$ cat config.mk
export PLATFORM = sky130hd
export DESIGN_NAME = bcd_serial_adder
export DESIGN_NICKNAME = d
export VERILOG_FILES = /design/src/rtl/bcd_serial_adder_pkg.sv /design/src/rtl/bcd_digit_add.sv /design/src/rtl/bcd_serial_adder.sv
export SDC_FILE = /design/constraint.sdc
export NUM_CORES = 1
export LEC_CHECK = 0
export ABC_AREA = 1
export CAP_MARGIN = 20
export CORE_AREA = 5 5 90 92
export CTS_BUF_LIST = sky130_fd_sc_hd__clkbuf_4
export DETAILED_ROUTE_END_ITERATION = 16
export DIE_AREA = 0 0 95 97
export HOLD_SLACK_MARGIN = 0.03
export PLACE_DENSITY = 0.71
export SYNTH_ARGS = -nofsm -noshare
export SYNTH_HDL_FRONTEND = slang
export SYNTH_SLANG_ARGS = --single-unit
$ cat constraint.sdc
create_clock -name clk_i -period 4.7 [get_ports clk_i]
set_clock_uncertainty 0.15 [all_clocks]
set_input_delay 0.94 -clock clk_i [delete_from_list [all_inputs] [get_ports clk_i]]
set_output_delay 0.94 -clock clk_i [all_outputs]
set_load 0.05 [all_outputs]
$ cat src/rtl/bcd_serial_adder_pkg.sv
// bcd_serial_adder_pkg: shared constants, FSM state type and BCD digit helpers
// Contents:
//   DIGIT_W    - bits per BCD digit
//   DIGITS_DEF - default operand width in digits
//   state_t    - IDLE / RUN / DONE encodings
//   nines      - nine's complement of one digit
//   is_bad     - digit outside 0..9
package bcd_serial_adder_pkg;

    localparam int DIGIT_W    = 4;
    localparam int DIGITS_DEF = 4;

    typedef enum logic [1:0] {
        IDLE = 2'd0,
        RUN  = 2'd1,
        DONE = 2'd2
    } state_t;

    function automatic logic [3:0] nines(input logic [3:0] d);
        return 4'd9 - d;
    endfunction

    function automatic logic is_bad(input logic [3:0] d);
        return d > 4'd9;
    endfunction

endpackage

$ cat src/rtl/bcd_digit_add.sv
// bcd_digit_add: combinational single-digit BCD adder with +6 decimal correction
// Ports:
//   a_i, b_i - BCD digits
//   ci_i     - decimal carry in
//   s_o      - corrected BCD sum digit
//   co_o     - decimal carry out
module bcd_digit_add (
    input  logic [3:0] a_i,
    input  logic [3:0] b_i,
    input  logic       ci_i,
    output logic [3:0] s_o,
    output logic       co_o
);

    logic [4:0] raw;

    assign raw  = {1'b0, a_i} + {1'b0, b_i} + {4'd0, ci_i};
    assign co_o = raw > 5'd9;
    assign s_o  = co_o ? raw[3:0] + 4'd6 : raw[3:0];

endmodule

$ cat src/rtl/bcd_serial_adder.sv
// bcd_serial_adder: digit-serial multi-digit BCD adder/subtractor with start/busy/done handshake
// Ports:
//   clk_i, reset_i - clock, asynchronous active-high reset
//   start_i        - request, accepted in IDLE or DONE
//   sub_i, cin_i   - subtract mode, decimal carry in (add only)
//   a_i, b_i       - operands, digit i at [4i+3:4i]
//   sum_o, cout_o  - result digits, carry out (sub: 1 = no borrow)
//   invalid_o      - a latched operand digit was >9
//   busy_o, done_o - running, one-cycle result-valid pulse
module bcd_serial_adder
    import bcd_serial_adder_pkg::*;
#(
    parameter int DIGITS = DIGITS_DEF
) (
    input  logic                    clk_i,
    input  logic                    reset_i,
    input  logic                    start_i,
    input  logic                    sub_i,
    input  logic                    cin_i,
    input  logic [DIGIT_W*DIGITS-1:0] a_i,
    input  logic [DIGIT_W*DIGITS-1:0] b_i,
    output logic [DIGIT_W*DIGITS-1:0] sum_o,
    output logic                    cout_o,
    output logic                    invalid_o,
    output logic                    busy_o,
    output logic                    done_o
);

    localparam int W  = DIGIT_W * DIGITS;
    localparam int CW = DIGITS > 1 ? $clog2(DIGITS) : 1;

    state_t          state_q, state_d;
    logic [CW-1:0]   cnt_q, cnt_d;
    logic [W-1:0]    a_q, a_d, b_q, b_d, sum_q, sum_d;
    logic            sub_q, sub_d, carry_q, carry_d, cout_q, cout_d, inv_q, inv_d;
    logic [3:0]      y, s;
    logic            co, bad, last;

    // Operands shift right each step so the current digit is always at [3:0]
    assign y    = sub_q ? nines(b_q[3:0]) : b_q[3:0];
    assign last = cnt_q == CW'(DIGITS - 1);

    bcd_digit_add u_cell (
        .a_i  (a_q[3:0]),
        .b_i  (y),
        .ci_i (carry_q),
        .s_o  (s),
        .co_o (co)
    );

    always_comb begin
        state_d = state_q;
        cnt_d   = cnt_q;
        a_d     = a_q;
        b_d     = b_q;
        sum_d   = sum_q;
        sub_d   = sub_q;
        carry_d = carry_q;
        cout_d  = cout_q;
        inv_d   = inv_q;
        bad     = 1'b0;
        for (int i = 0; i < DIGITS; i++)
            bad = bad | is_bad(a_i[4*i +: 4]) | is_bad(b_i[4*i +: 4]);
        if (state_q == RUN) begin
            a_d     = a_q >> DIGIT_W;
            b_d     = b_q >> DIGIT_W;
            carry_d = co;
            cnt_d   = cnt_q + 1'b1;
            // Invalid operations write zero digits so sum reads 0 at done
            for (int i = 0; i < DIGITS; i++)
                if (cnt_q == i[CW-1:0])
                    sum_d[4*i +: 4] = inv_q ? 4'd0 : s;
            if (last) begin
                state_d = DONE;
                cout_d  = co & ~inv_q;
            end
        end
        if (start_i && state_q != RUN) begin
            state_d = RUN;
            cnt_d   = '0;
            a_d     = a_i;
            b_d     = b_i;
            sub_d   = sub_i;
            // Subtraction is a + nines(b) + 1
            carry_d = sub_i | cin_i;
            inv_d   = bad;
        end else if (state_q == DONE) begin
            state_d = IDLE;
        end
    end

    always_ff @(posedge clk_i or posedge reset_i) begin
        if (reset_i) begin
            state_q <= IDLE;
            cnt_q   <= '0;
            a_q     <= '0;
            b_q     <= '0;
            sum_q   <= '0;
            sub_q   <= 1'b0;
            carry_q <= 1'b0;
            cout_q  <= 1'b0;
            inv_q   <= 1'b0;
        end else begin
            state_q <= state_d;
            cnt_q   <= cnt_d;
            a_q     <= a_d;
            b_q     <= b_d;
            sum_q   <= sum_d;
            sub_q   <= sub_d;
            carry_q <= carry_d;
            cout_q  <= cout_d;
            inv_q   <= inv_d;
        end
    end

    assign sum_o     = sum_q;
    assign cout_o    = cout_q;
    assign invalid_o = inv_q;
    assign busy_o    = state_q == RUN;
    assign done_o    = state_q == DONE;

endmodule

# [After elaboration in Yosys (flattened, before gate mapping)]
# Index checks and enable logic that the tools add are counted.
[word_totals] output_inout_bits=20 ff_bits=56 word_cells=67
[classes] eq_ne=6 add_sub_neg=5 n_bitwise=10 order_cmp=9 mux=15 reduce_logical=10
[ops] op="16-bit 2-to-1 mux" count=4
[ops] op="4-bit greater-than comparator (second input constant)" count=8
[ops] op="2-bit 2-to-1 mux" count=6
[ops] op="4-bit 2-to-1 mux" count=3
[ops] op="2-bit AND reduction" count=5
[ops] op="1-bit bitwise OR" count=8
[ops] op="2-bit == test (second input constant)" count=3
[ops] op="3-bit nonzero test" count=2
[ops] op="4-bit by 4-bit adder with 5-bit output" count=1
[ops] op="5-bit by 1-bit adder with 5-bit output" count=1
[ops] op="5-bit by 4-bit greater-than comparator with 1-bit output (second input constant)" count=1
[ops] op="4-bit by 3-bit adder with 4-bit output (second input constant)" count=1
[ops] op="2-bit by 1-bit == test with 1-bit output (second input constant)" count=2
[ops] op="4-bit subtractor (first input constant)" count=1
[ops] op="2-bit by 1-bit adder with 2-bit output (second input constant)" count=1
[ops] op="2-bit zero test" count=1
[ops] op="1-bit 2-to-1 mux" count=2
[ops] op="2-bit by 1-bit inequality test with 1-bit output (second input constant)" count=1
[ops] op="2-bit nonzero test" count=1
[ops] op="1-bit bitwise AND" count=1
[ops] op="1-bit logical AND" count=1
[ops] op="1-bit inverter" count=1

# [Depth between registers and ports, before layout]
# Gate-level depths: netlist of the first run.
[logic_depth] word_depth=8 mapped_depth=16 depth_no_buf=16

# [Cells and area by module]
# From an unflattened synthesis of the first run, not the netlist that was laid out.
[hier_totals] cells_unflattened=337 area_unflattened_um2=2874.0
[modules_own_cells] module="bcd_serial_adder" cells_each=292 instances=1 area_per_inst_um2=2575.0
[modules_own_cells] module="bcd_digit_add" cells_each=45 instances=1 area_per_inst_um2=299.0

# [Worst setup path before layout of the first run]
# No wires, ideal clock.
[synth_path] path_type="reg2reg" from="register sub_q" to="register sum_q[14], in the netlist sum_o[14]" path_slack_ns=2.174 n_path_buf=0 path_stages_with_launch=13 t_arrival_ns=2.257 synth_period_minus_slack_ns=2.526 setup_ns=0.119 cell_sequence="dfrtp_1 -> xnor2_1 -> fa_1 -> inv_2 -> fa_1 -> inv_1 -> ha_1 -> nand2_1 -> a21boi_4 -> nand2_4 -> nand3_2 -> nand4_1 -> nand2_1"
[synth_between] elab_chain_cells=6
[synth_rtl] element="from (decl)" line_no="bcd_serial_adder.sv:35" text="logic sub_q, sub_d, carry_q, carry_d, cout_q, cout_d, inv_q, inv_d;"
[synth_rtl] element="from (signal assigned)" line_no="bcd_serial_adder.sv:109" text="sub_q <= sub_d;"
[synth_rtl] element="4-bit 2-to-1 mux *" line_no="bcd_serial_adder.sv:40" text="assign y = sub_q ? nines(b_q[3:0]) : b_q[3:0];"
[synth_rtl] element="4-bit by 4-bit adder with 5-bit output *" line_no="bcd_digit_add.sv:17" text="assign raw = {1'b0, a_i} + {1'b0, b_i} + {4'd0, ci_i};"
[synth_rtl] element="5-bit by 1-bit adder with 5-bit output *" line_no="bcd_digit_add.sv:17"
[synth_rtl] element="4-bit by 3-bit adder with 4-bit output / 5-bit by 4-bit greater-than comparator with 1-bit output (equally long branches)" line_no="bcd_digit_add.sv:19, bcd_digit_add.sv:18"
[synth_rtl] element="4-bit 2-to-1 mux *" line_no="bcd_digit_add.sv:19" text="assign s_o = co_o ? raw[3:0] + 4'd6 : raw[3:0];"
[synth_rtl] element="4-bit 2-to-1 mux *" line_no="bcd_serial_adder.sv:72" text="sum_d[4*i +: 4] = inv_q ? 4'd0 : s;"
[synth_rtl] element="to (signal assigned)" line_no="bcd_serial_adder.sv:108" text="sum_q <= sum_d;"
[synth_rtl] element="to (decl)" line_no="bcd_serial_adder.sv:34" text="logic [W-1:0] a_q, a_d, b_q, b_d, sum_q, sum_d;"
# Every way passes the cells marked *; elsewhere a longest branch is shown, timed or not.
# A chain may end at the register's enable or synchronous reset.

# [Final worst setup path of the first run]
[layout_path] from="register state_q[1]" to="output busy_o"
[layout_between] elab_chain_cells=1
[layout_rtl] element="from (decl)" line_no="bcd_serial_adder.sv:32" text="state_t state_q, state_d;"
[layout_rtl] element="from (signal assigned)" line_no="bcd_serial_adder.sv:104" text="state_q <= state_d;"
[layout_rtl] element="2-bit by 1-bit == test with 1-bit output" line_no="bcd_serial_adder.sv:119" text="assign busy_o = state_q == RUN;"
[layout_rtl] element="to (decl)" line_no="bcd_serial_adder.sv:25" text="output logic busy_o,"
# Every way passes these cells.

==> results of run 1 <==
-- final cells by class --
cell class	instances	area share (%)
well taps	99	3.49
multi-input cells	217	34.8
repair buffers	57	16.0
flip-flops and latches	56	39.5
clock inverters	3	0.635
inverters	42	4.45
clock buffers	5	1.06
-- cells by family (layout without fill, tap and decap cells) --
| logic type | count (synthesis) | after routing | synth area share [%] |
|---|---|---|---|
| and+or+nand+nor | 154 | 154 | 24.8 |
| DFF | 56 | 56 | 49.3 |
| buffers and inverters | 51 | 107 | 7.30 |
| AOI/OAI and AO/OA | 48 | 48 | 11.7 |
| adders and majority gates | 13 | 13 | 6.25 |
| xor gates and xnor gates | 2 | 2 | 0.616 |
-- power groups by stage --
stage / registers (mW) / logic (mW) / clock network (mW)
finish: 0.724 / 1.56 / 0.223
global route: 0.743 / 1.73 / 0.246
CTS: 0.725 / 1.57 / 0.228
detailed placement: 0.736 / 1.57 / 0
global placement: 0.728 / 1.52 / 0
floorplan: 0.795 / 1.17 / 0
-- worst max-delay path: stages (launching register included) --
cell and delay, ns:
dfrtp_1 0.44, inv_1 0.06, ha_1 0.63, clkdlybuf4s50_1 0.94
-- stage by stage --
step	utilization [%]	power, mW	hold slack (ns)	area, sq um	setup WS, ns
after floorplan	-	1.97	0.299	2840	2.17
after global placement	48.8	2.25	0.313	3490	1.62
final	49.7	2.51	0.349	3550	1.15
after detailed placement	48.8	2.30	0.317	3490	1.58
after global routing	49.7	2.72	0.375	3550	1.01
after CTS	49.7	2.52	0.353	3550	1.11
-- worst max path at each step --
| stage | start | cells past startpoint | endpoint |
|---|---|---|---|
| global route | state_q[1]$_DFFE_PP0P_ | 3 | busy_o |
| finish | state_q[1]$_DFFE_PP0P_ | 3 | busy_o |
| floorplan | sub_q$_DFFE_PP0P_ | 12 | sum_o[14]$_DFFE_PP0P_ |
| global placement | state_q[1]$_DFFE_PP0P_ | 3 | busy_o |
| CTS | state_q[1]$_DFFE_PP0P_ | 3 | busy_o |
| detailed placement | state_q[1]$_DFFE_PP0P_ | 3 | busy_o |
-- metal layers --
metal / GRT usage [%] / vias to the layer above
met5: 0 / -
met4: 3.33 / 0
met3: 4.11 / 4
met2: 23.3 / 72
met1: 20.8 / 1099
li1: - / 1167
-- sequential cells by signal, summed over array words and instances, names as in the netlist --
| signal | flops |
|---|---|
| a_q | 16 |
| b_q | 16 |
| sum_o | 16 |
| cnt_q | 2 |
| state_q | 2 |
| carry_q | 1 |
| cout_o | 1 |
| invalid_o | 1 |
| sub_q | 1 |
-- cells in the mapped netlist (all sizes together) --
library cell  count
a211oi            1
a21boi            1
a21oi             4
a22oi             6
buf               7
clkbuf            2
dfrtp            56
fa                2
ha               11
inv              42
nand2           117
nand3            15
nand4            12
nor2              8
nor3              2
o211ai            7
o21ai            20
o221ai            9
xnor2             1
xor2              1
==> results_dict.tcl, run 1 <==
set metrics [dict create \
    r2r-start "sub_q$_DFFE_PP0P_" \
    crit_type "flop to primary output" \
    syn_to_final_growth_pct 24.7 \
    ant_nets 0 \
    yosysSeqAreaShare_pct 49.3 \
    worstSkewPairLatency_ns 0.39 \
    cts_setup_buffers 0 \
    drive_gt1_share_pct 7.63 \
    routed_wirelength_microns 6360 \
    multiInputGateArea_sq_mm 0.00123 \
    cts.sinks 56 \
    hold_class "flop to flop" \
    grt_antenna_before_repair 0 \
    ff2ff_path_depth 12 \
    grt_pass1_vias 2379 \
    ys_types 29 \
    drc 0 \
    postSynthCellCount 324 \
    die_x_microns 95 \
    cts_tree "yes" \
    p_clk_share_pct 8.9 \
    wl_met2_microns 2910 \
    max_freq_ghz 0.282 \
    routedWlPerCell_microns 13.3 \
    p_leak_nw 1.72 \
    core-area_sq_mm 0.00714 \
    cts_buffers 5 \
    gp_congestion 0.832 \
    cp_max_fo 19 \
    max-vdd-ir-drop_mv 0.286 \
    yosysTopAreaCellShare_pct 49.3 \
    arrival_ns 2.46 \
    slew_violations 0 \
    cts-root-buf "clkbuf_4" \
    worstSetupStartpointType "flop" \
    seq_area_sq_mm 0.00140 \
    first_pass_iters 4 \
    wl_met3_microns 404 \
    ys_seq_elements 56 \
    numPortBuffers 56 \
    relSlewSlack_pct 49.8 \
    tightest_slew_ns 0.753 \
    io_pins 57 \
    cts_resized 0 \
    grt_pass1_wl_microns 11200 \
    internal_power_mw 1.23 \
    synth_area_sq_mm 0.00284 \
    routed.top_layer "met4" \
    p_seq_share_pct 28.8 \
    fp.dieH_microns 97 \
    syn_nets 374 \
    nFillCells 710 \
    ff2ff_setup_slack_ns 1.87 \
    wl_met1_microns 3000 \
    synth_area_leaders "dfrtp_1 (49%), nand2_1 (14%), inv_1 (4.9%)" \
    most-common-layout-cells "nand2_1 (109), dfrtp_1 (56), clkdlybuf4s50_1 (56)" \
    initialDrtViolationCount 100 \
    post-dp-hpwl_microns 4920 \
    worstReg2RegEnd "sum_o[13]$_DFFE_PP0P_" \
    status "complete, no violations" \
    crit_required_ns 3.61 \
    die_area_sq_mm 0.00922 \
    core.rowCount 31 \
    tns_ns 0 \
    start_util_pct 39.8 \
    hp-start "sum_o[2]$_DFFE_PP0P_" \
    synth.largest_area_cell "dfrtp_1" \
    grt.total_usage_pct 15.0 \
    period_needed_ns 3.55 \
    hold_end "sum_o[2]$_DFFE_PP0P_" \
    period_share_pct 75.6 \
    place_inst 471 \
    switching_power_mw 1.28 \
    whs_path_depth 2 \
    final_cells 479 \
    setup_viol 0 \
    grt_max_degree 33 \
    n_antenna_cell 0 \
    clk_pin_slew_ns 0.18 \
    cts.path.max_buffers 2 \
    max_cap_viol_count 0 \
    p_per_area_mw_per_mm2 708 \
    hold_violations 0 \
    viasPerCell 4.89 \
    num_vias 2342 \
    cts_hold_buf 0 \
    nets 429 \
    postSynthAreaPerCell_sq_um 8.78 \
    rsz0062_at_grt "false" \
    grt_overflow 0 \
    comb_power_share_pct 62.3 \
    mostFrequentLayoutCell "nand2_1" \
    cts_max_level 2 \
    yosys_warnings 0 \
    switching_share_pct 51.0 \
    worstSetupEndpointType "primary output" \
]
No activity file was read; power rests on OpenSTA's default activity.
==> run 2, diff against run 1 <==
- PLACE_DENSITY: 0.71 -> 0.74
- clock period: 4.7 -> 2.9 ns (I/O delays scaled with it)
==> run 2 against run 1 <==
Register-to-register slack worse by 1.7 ns. Clock power is 60% higher. Critical path depth is 10 higher. Global-route usage decreased by 0.18 points. Count of clock-buffer cells in the layout increased by 1. Worst hold slack better by 0.0035 ns. Sequential share of layout area shrank 0.13 points. Combinational power up 65%. Cell count grew 0.42%. Largest cell class unchanged.
==> results_dict.tcl, run 2 (synthesis gave the netlist of run 1 again) <==
set metrics [dict create \
    cts.sinks 56 \
    num_vias 2379 \
    period_needed_ns 2.72 \
    cts_resized 0 \
    tns_ns 0 \
    tightest_slew_ns 0.709 \
    cts_setup_buffers 0 \
    routed.top_layer "met4" \
    drc 0 \
    status "complete, no violations" \
    mostFrequentLayoutCell "nand2_1" \
    gp_congestion 0.917 \
    core.rowCount 31 \
    arrival_ns 2.89 \
    numPortBuffers 56 \
    p_clk_share_pct 8.7 \
    wl_met3_microns 385 \
    switching_power_mw 2.08 \
    switching_share_pct 50.7 \
    cp_max_fo 5 \
    routedWlPerCell_microns 13.6 \
    wl_met2_microns 3060 \
    p_per_area_mw_per_mm2 1150 \
    fp.dieH_microns 97 \
    nFillCells 707 \
    p_seq_share_pct 28.6 \
    initialDrtViolationCount 92 \
    internal_power_mw 2.02 \
    cts_hold_buf 0 \
    crit_required_ns 3.06 \
    seq_area_sq_mm 0.00140 \
    cts_max_level 2 \
    die_area_sq_mm 0.00922 \
    post-dp-hpwl_microns 4970 \
    core-area_sq_mm 0.00714 \
    grt.total_usage_pct 14.8 \
    worstSkewPairLatency_ns 0.39 \
    die_x_microns 95 \
    worstSetupEndpointType "flop" \
    start_util_pct 39.8 \
    max-vdd-ir-drop_mv 0.446 \
    slew_violations 0 \
    ant_nets 0 \
    n_antenna_cell 0 \
    cts.path.max_buffers 2 \
    grt_pass1_wl_microns 11100 \
    slowest_stage "fa_1" \
    setup_viol 0 \
    syn_to_final_growth_pct 25.1 \
    final_util_pct 49.8 \
    max_stage_delay_ns 0.48 \
    relSlewSlack_pct 52.7 \
    hold_violations 0 \
    clk_pin_slew_ns 0.17 \
    period_share_pct 94.0 \
    cp_cell_sequence "xnor2_1, fa_1, inv_2, fa_1, inv_1, ha_1, nand2_1, a21boi_4, nand2_4, nand2_8, nand2_4, nand4_1, nand2_1" \
    routed_wirelength_microns 6550 \
    grt_antenna_before_repair 0 \
    drive_gt1_share_pct 8.38 \
    nets 431 \
    cts-root-buf "clkbuf_4" \
    cts_buffers 5 \
    grt_overflow 0 \
    multiInputGateArea_sq_mm 0.00123 \
    first_pass_iters 4 \
    most-common-layout-cells "nand2_1 (109), dfrtp_1 (56), clkdlybuf4s50_1 (55)" \
    hold_class "flop to flop" \
    grt_pass1_vias 2412 \
    io_pins 57 \
    wl_met1_microns 3050 \
    ff2ff_setup_slack_ns 0.18 \
    crit_type "flop to flop" \
    grt_max_degree 57 \
    rsz0062_at_grt "false" \
    viasPerCell 4.95 \
    worstSetupStartpointType "flop" \
    comb_power_share_pct 62.7 \
    max_freq_ghz 0.367 \
    max_cap_viol_count 0 \
    p_leak_nw 1.74 \
    cts_tree "yes" \
]
[run 2: cell types whose count changed in the layout (fill, tap and decap cells not counted), sizes merged]
cell / previous run / this run
buf: 1 / 4
clkbuf: 5 / 6
clkdlybuf4s50: 56 / 55
clkinv: 2 / 1
[run 2: metal layers]
layer  vias up  global-route usage [%]
met5         -                       0
met3         8                    3.10
met4         0                    2.89
met1      1105                    20.8
met2        88                    23.6
li1       1178                       -
[run 2: through the flow]
stage | instances | power [mW] | hold WS [ns] | area (sq um) | setup WS, ns
4_1_cts | 480 | 4.11 | 0.356 | 3550 | 0.144
3_3_place_gp | 472 | 3.67 | 0.315 | 3490 | 0.289
5_1_grt | 481 | 4.44 | 0.374 | 3560 | 0.00757
6_report | 481 | 4.10 | 0.352 | 3560 | 0.175
3_5_place_dp | 472 | 3.76 | 0.320 | 3490 | 0.197
2_1_floorplan | 324 | 3.19 | 0.299 | 2840 | 0.374
[run 2: path summary, 6_finish.rpt]
check                           cells past startpoint                   from                    end
worst max-delay path                               13     b_q[0]$_DFFE_PP0P_   sum_o[7]$_DFFE_PP0P_
worst min-delay path                                2  sum_o[11]$_DFFE_PP0P_  sum_o[11]$_DFFE_PP0P_
worst max register to register                     13     b_q[0]$_DFFE_PP0P_   sum_o[7]$_DFFE_PP0P_
worst min register to register                      2  sum_o[11]$_DFFE_PP0P_  sum_o[11]$_DFFE_PP0P_
max in group asynchronous                           3                reset_i     b_q[3]$_DFFE_PP0P_
min in group asynchronous                           3                reset_i  sum_o[12]$_DFFE_PP0P_
[run 2: cell type report]
| cell class | instances | share of cell area [%] |
|---|---|---|
| Tap cell | 99 | 3.48 |
| Clock buffer | 6 | 1.27 |
| Timing Repair Buffer | 59 | 16.3 |
| Sequential cell | 56 | 39.4 |
| Clock inverter | 2 | 0.387 |
| Multi-Input combinational cell | 217 | 34.7 |
| Inverter | 42 | 4.43 |
[run 2: worst max-delay path: cells and delay by family (launching register included)]
family,cells,cell delay (ns)
compound gates,1,0.14
xor+xnor,1,0.15
fa+ha+maj,3,1.06
buf+inv,2,0.21
flops,1,0.44
simple gates,6,0.50
[run 2: power groups by stage]
stage	Combinational, mW	Clock [mW]	Sequential (mW)
after floorplan	1.90	0	1.29
after global placement	2.49	0	1.18
after detailed placement	2.56	0	1.19
after CTS	2.57	0.362	1.18
after global routing	2.84	0.397	1.21
final	2.57	0.357	1.17
==> edit (flow settings as in run 2) <==
Reset style: synchronous (`reset_i`), changed in one clocked block. Comments in the files are not updated.
--- a/src/rtl/bcd_serial_adder.sv
+++ b/src/rtl/bcd_serial_adder.sv
@@ -89,7 +89,7 @@
         end
     end
 
-    always_ff @(posedge clk_i or posedge reset_i) begin
+    always_ff @(posedge clk_i) begin
         if (reset_i) begin
             state_q <= IDLE;
             cnt_q   <= '0;
Formal check against the unedited RTL: differs if reset_i is asserted again (counterexample within 4 cycles, from zero or initial values and one cycle with reset_i high); with reset_i held inactive, the same outputs for 10 cycles.
==> edit against run 2 <==
Maximum frequency increased by 2.2%. Synthesized area decreased by 4.2%. Utilization decreased by 1.5 points. Wire length decreased by 2.7%. Cell area decreased by 3.0%. Non-clock buffer count increased by 3. Count of clock-buffer cells in the layout decreased by 1. Worst setup slack improved by 0.060 ns. Final cell count increased by 12%. Sequential cell count unchanged. Critical path type unchanged.
Power is not compared: it rests on default switching activity, and its combinational part moved more than twofold at a synthesized area within 25%.
==> edit: results (changes against run 2) <==
Status
  • Status: finished clean

Synth
  • Syn_nets: 434 (+16%)
  • Post-synthesis sequential area ratio: 41.1% (-8.1 points)
  • Synth Flop Type: dfxtp_1
  • Share of async-settable or async-resettable flops after synthesis: 0% (-100 points)
  • Synth top area cells: dfxtp_1 (41%), nand2_1 (17%), inv_1 (7.2%)
  • Top cells by count, synth: nand2_1 (124), dfxtp_1 (56), inv_1 (52)

Place
  • Gpl congestion: 0.799 (-13%)
  • Final HPWL DP: 4970 µm (about the same)

Routing
  • Vias: 2605 (+9.5%)
  • Final wirelength: 6370 µm (-2.7%)
  • Initial DRC Count: 122 (+33%)

Critical path
  • Setup CP Type: flop to flop
  • Flop2flop setup slack: 0.24 ns (+0.06 ns)
  • CP arrival: 2.83 ns (-0.06 ns)
  • R2R depth: 13 (unchanged)
  • Worst R2R Start: sub_q
  • R2R Path End: sum_o[14]

Global route
  • First-pass GRT wire length: 10900 µm (-1.4%)
  • Initial antenna violation count: 0 (unchanged)
  • Vias in the first global route: 2424 (+0.50%)
  • Pin count of the biggest net entering global routing: 29 (-49%)
  • Grt met3 use: 3.03% (-0.078 points)
  • Grt met2 use: 24.6% (+0.98 points)
  • Routing usage on met1: 18.3% (-2.6 points)
  • Total Routing Usage GR: 14.5% (-0.29 points)

Final layout
  • Layout cells sized above 1: 7.05% (-1.3 points)
  • Nets: 490 (+14%)

Clocking
  • Clk buf depth: 2 (unchanged)
  • H-tree depth: 2 (unchanged)
  • Worst-path clk slew: 0.15 ns (-0.02 ns)

Pwr
  • Leak pwr: 1.60 nW

STA
  • Worst slew pin tran: 0.502 ns (-0.207 ns)
-- edit: worst min-delay path by stage --
stage	start	end	slack, ns	cells past startpoint
2_1_floorplan	a_q[15]	a_q[15]	0.29	2
3_3_place_gp	a_q[15]	a_q[15]	0.31	2
3_5_place_dp	a_q[15]	a_q[15]	0.31	2
4_1_cts	a_q[15]	a_q[15]	0.33	2
5_1_grt	a_q[13]	a_q[13]	0.35	2
6_report	a_q[15]	a_q[15]	0.33	2
-- edit: power groups by stage --
| stage | combinational [mW] | sequential, mW | clock, mW |
|---|---|---|---|
| finish | 0.432 | 0.837 | 0.340 |
| global route | 0.483 | 0.844 | 0.385 |
| CTS | 0.434 | 0.837 | 0.352 |
| detailed placement | 0.433 | 0.853 | 0 |
| global placement | 0.422 | 0.852 | 0 |
| floorplan | 0.265 | 0.881 | 0 |
-- edit: what timing repair did --
action / in CTS / in global routing
endpoints found under the hold margin: 0 / 0
resized for setup: 0 / 1
endpoints found under the setup margin: 0 / 2
-- edit: layout make-up --
class	count	area (µm²)
clock buffer	5	37.5
timing repair buffer	62	616
clock inverter	2	16.3
multi-input combinational	259	1320
fill	719	3690
inverter	56	213
sequential	56	1120
tap	99	124
-- edit: worst max-delay path: stages, from the launching register on --
cell	delay (ns)
dfxtp_2	0.37
xnor2_1	0.14
fa_1	0.36
inv_1	0.11
fa_1	0.46
inv_1	0.10
ha_1	0.19
nand2_1	0.05
a21boi_2	0.15
nand2_2	0.09
nand2_2	0.10
nand2_2	0.08
nand3_2	0.10
a21oi_1	0.15
-- edit: cells by family (layout without fill, tap and decap cells) --
family,Yosys count,after routing,synth area share [%]
fa+ha+maj,13,13,6.52
compound gates,70,70,14.8
xor+xnor,2,2,0.643
buf+inv,69,125,10.4
flops,56,56,41.1
simple gates,174,174,26.5
-- edit: per-layer routing --
layer	part of all wire (%)	wire, µm
met1	45	2890
met2	48	3050
met3	5.1	328
met4	1.7	108
met5	0	0
-- edit: metrics by stage --
stage	setup slack (ns)	cells	area, µm²
after floorplan	0.464	384	2730
after global placement	0.367	532	3390
after detailed placement	0.242	532	3390
after CTS	0.217	539	3450
after global routing	0.0222	539	3450
final	0.235	539	3450
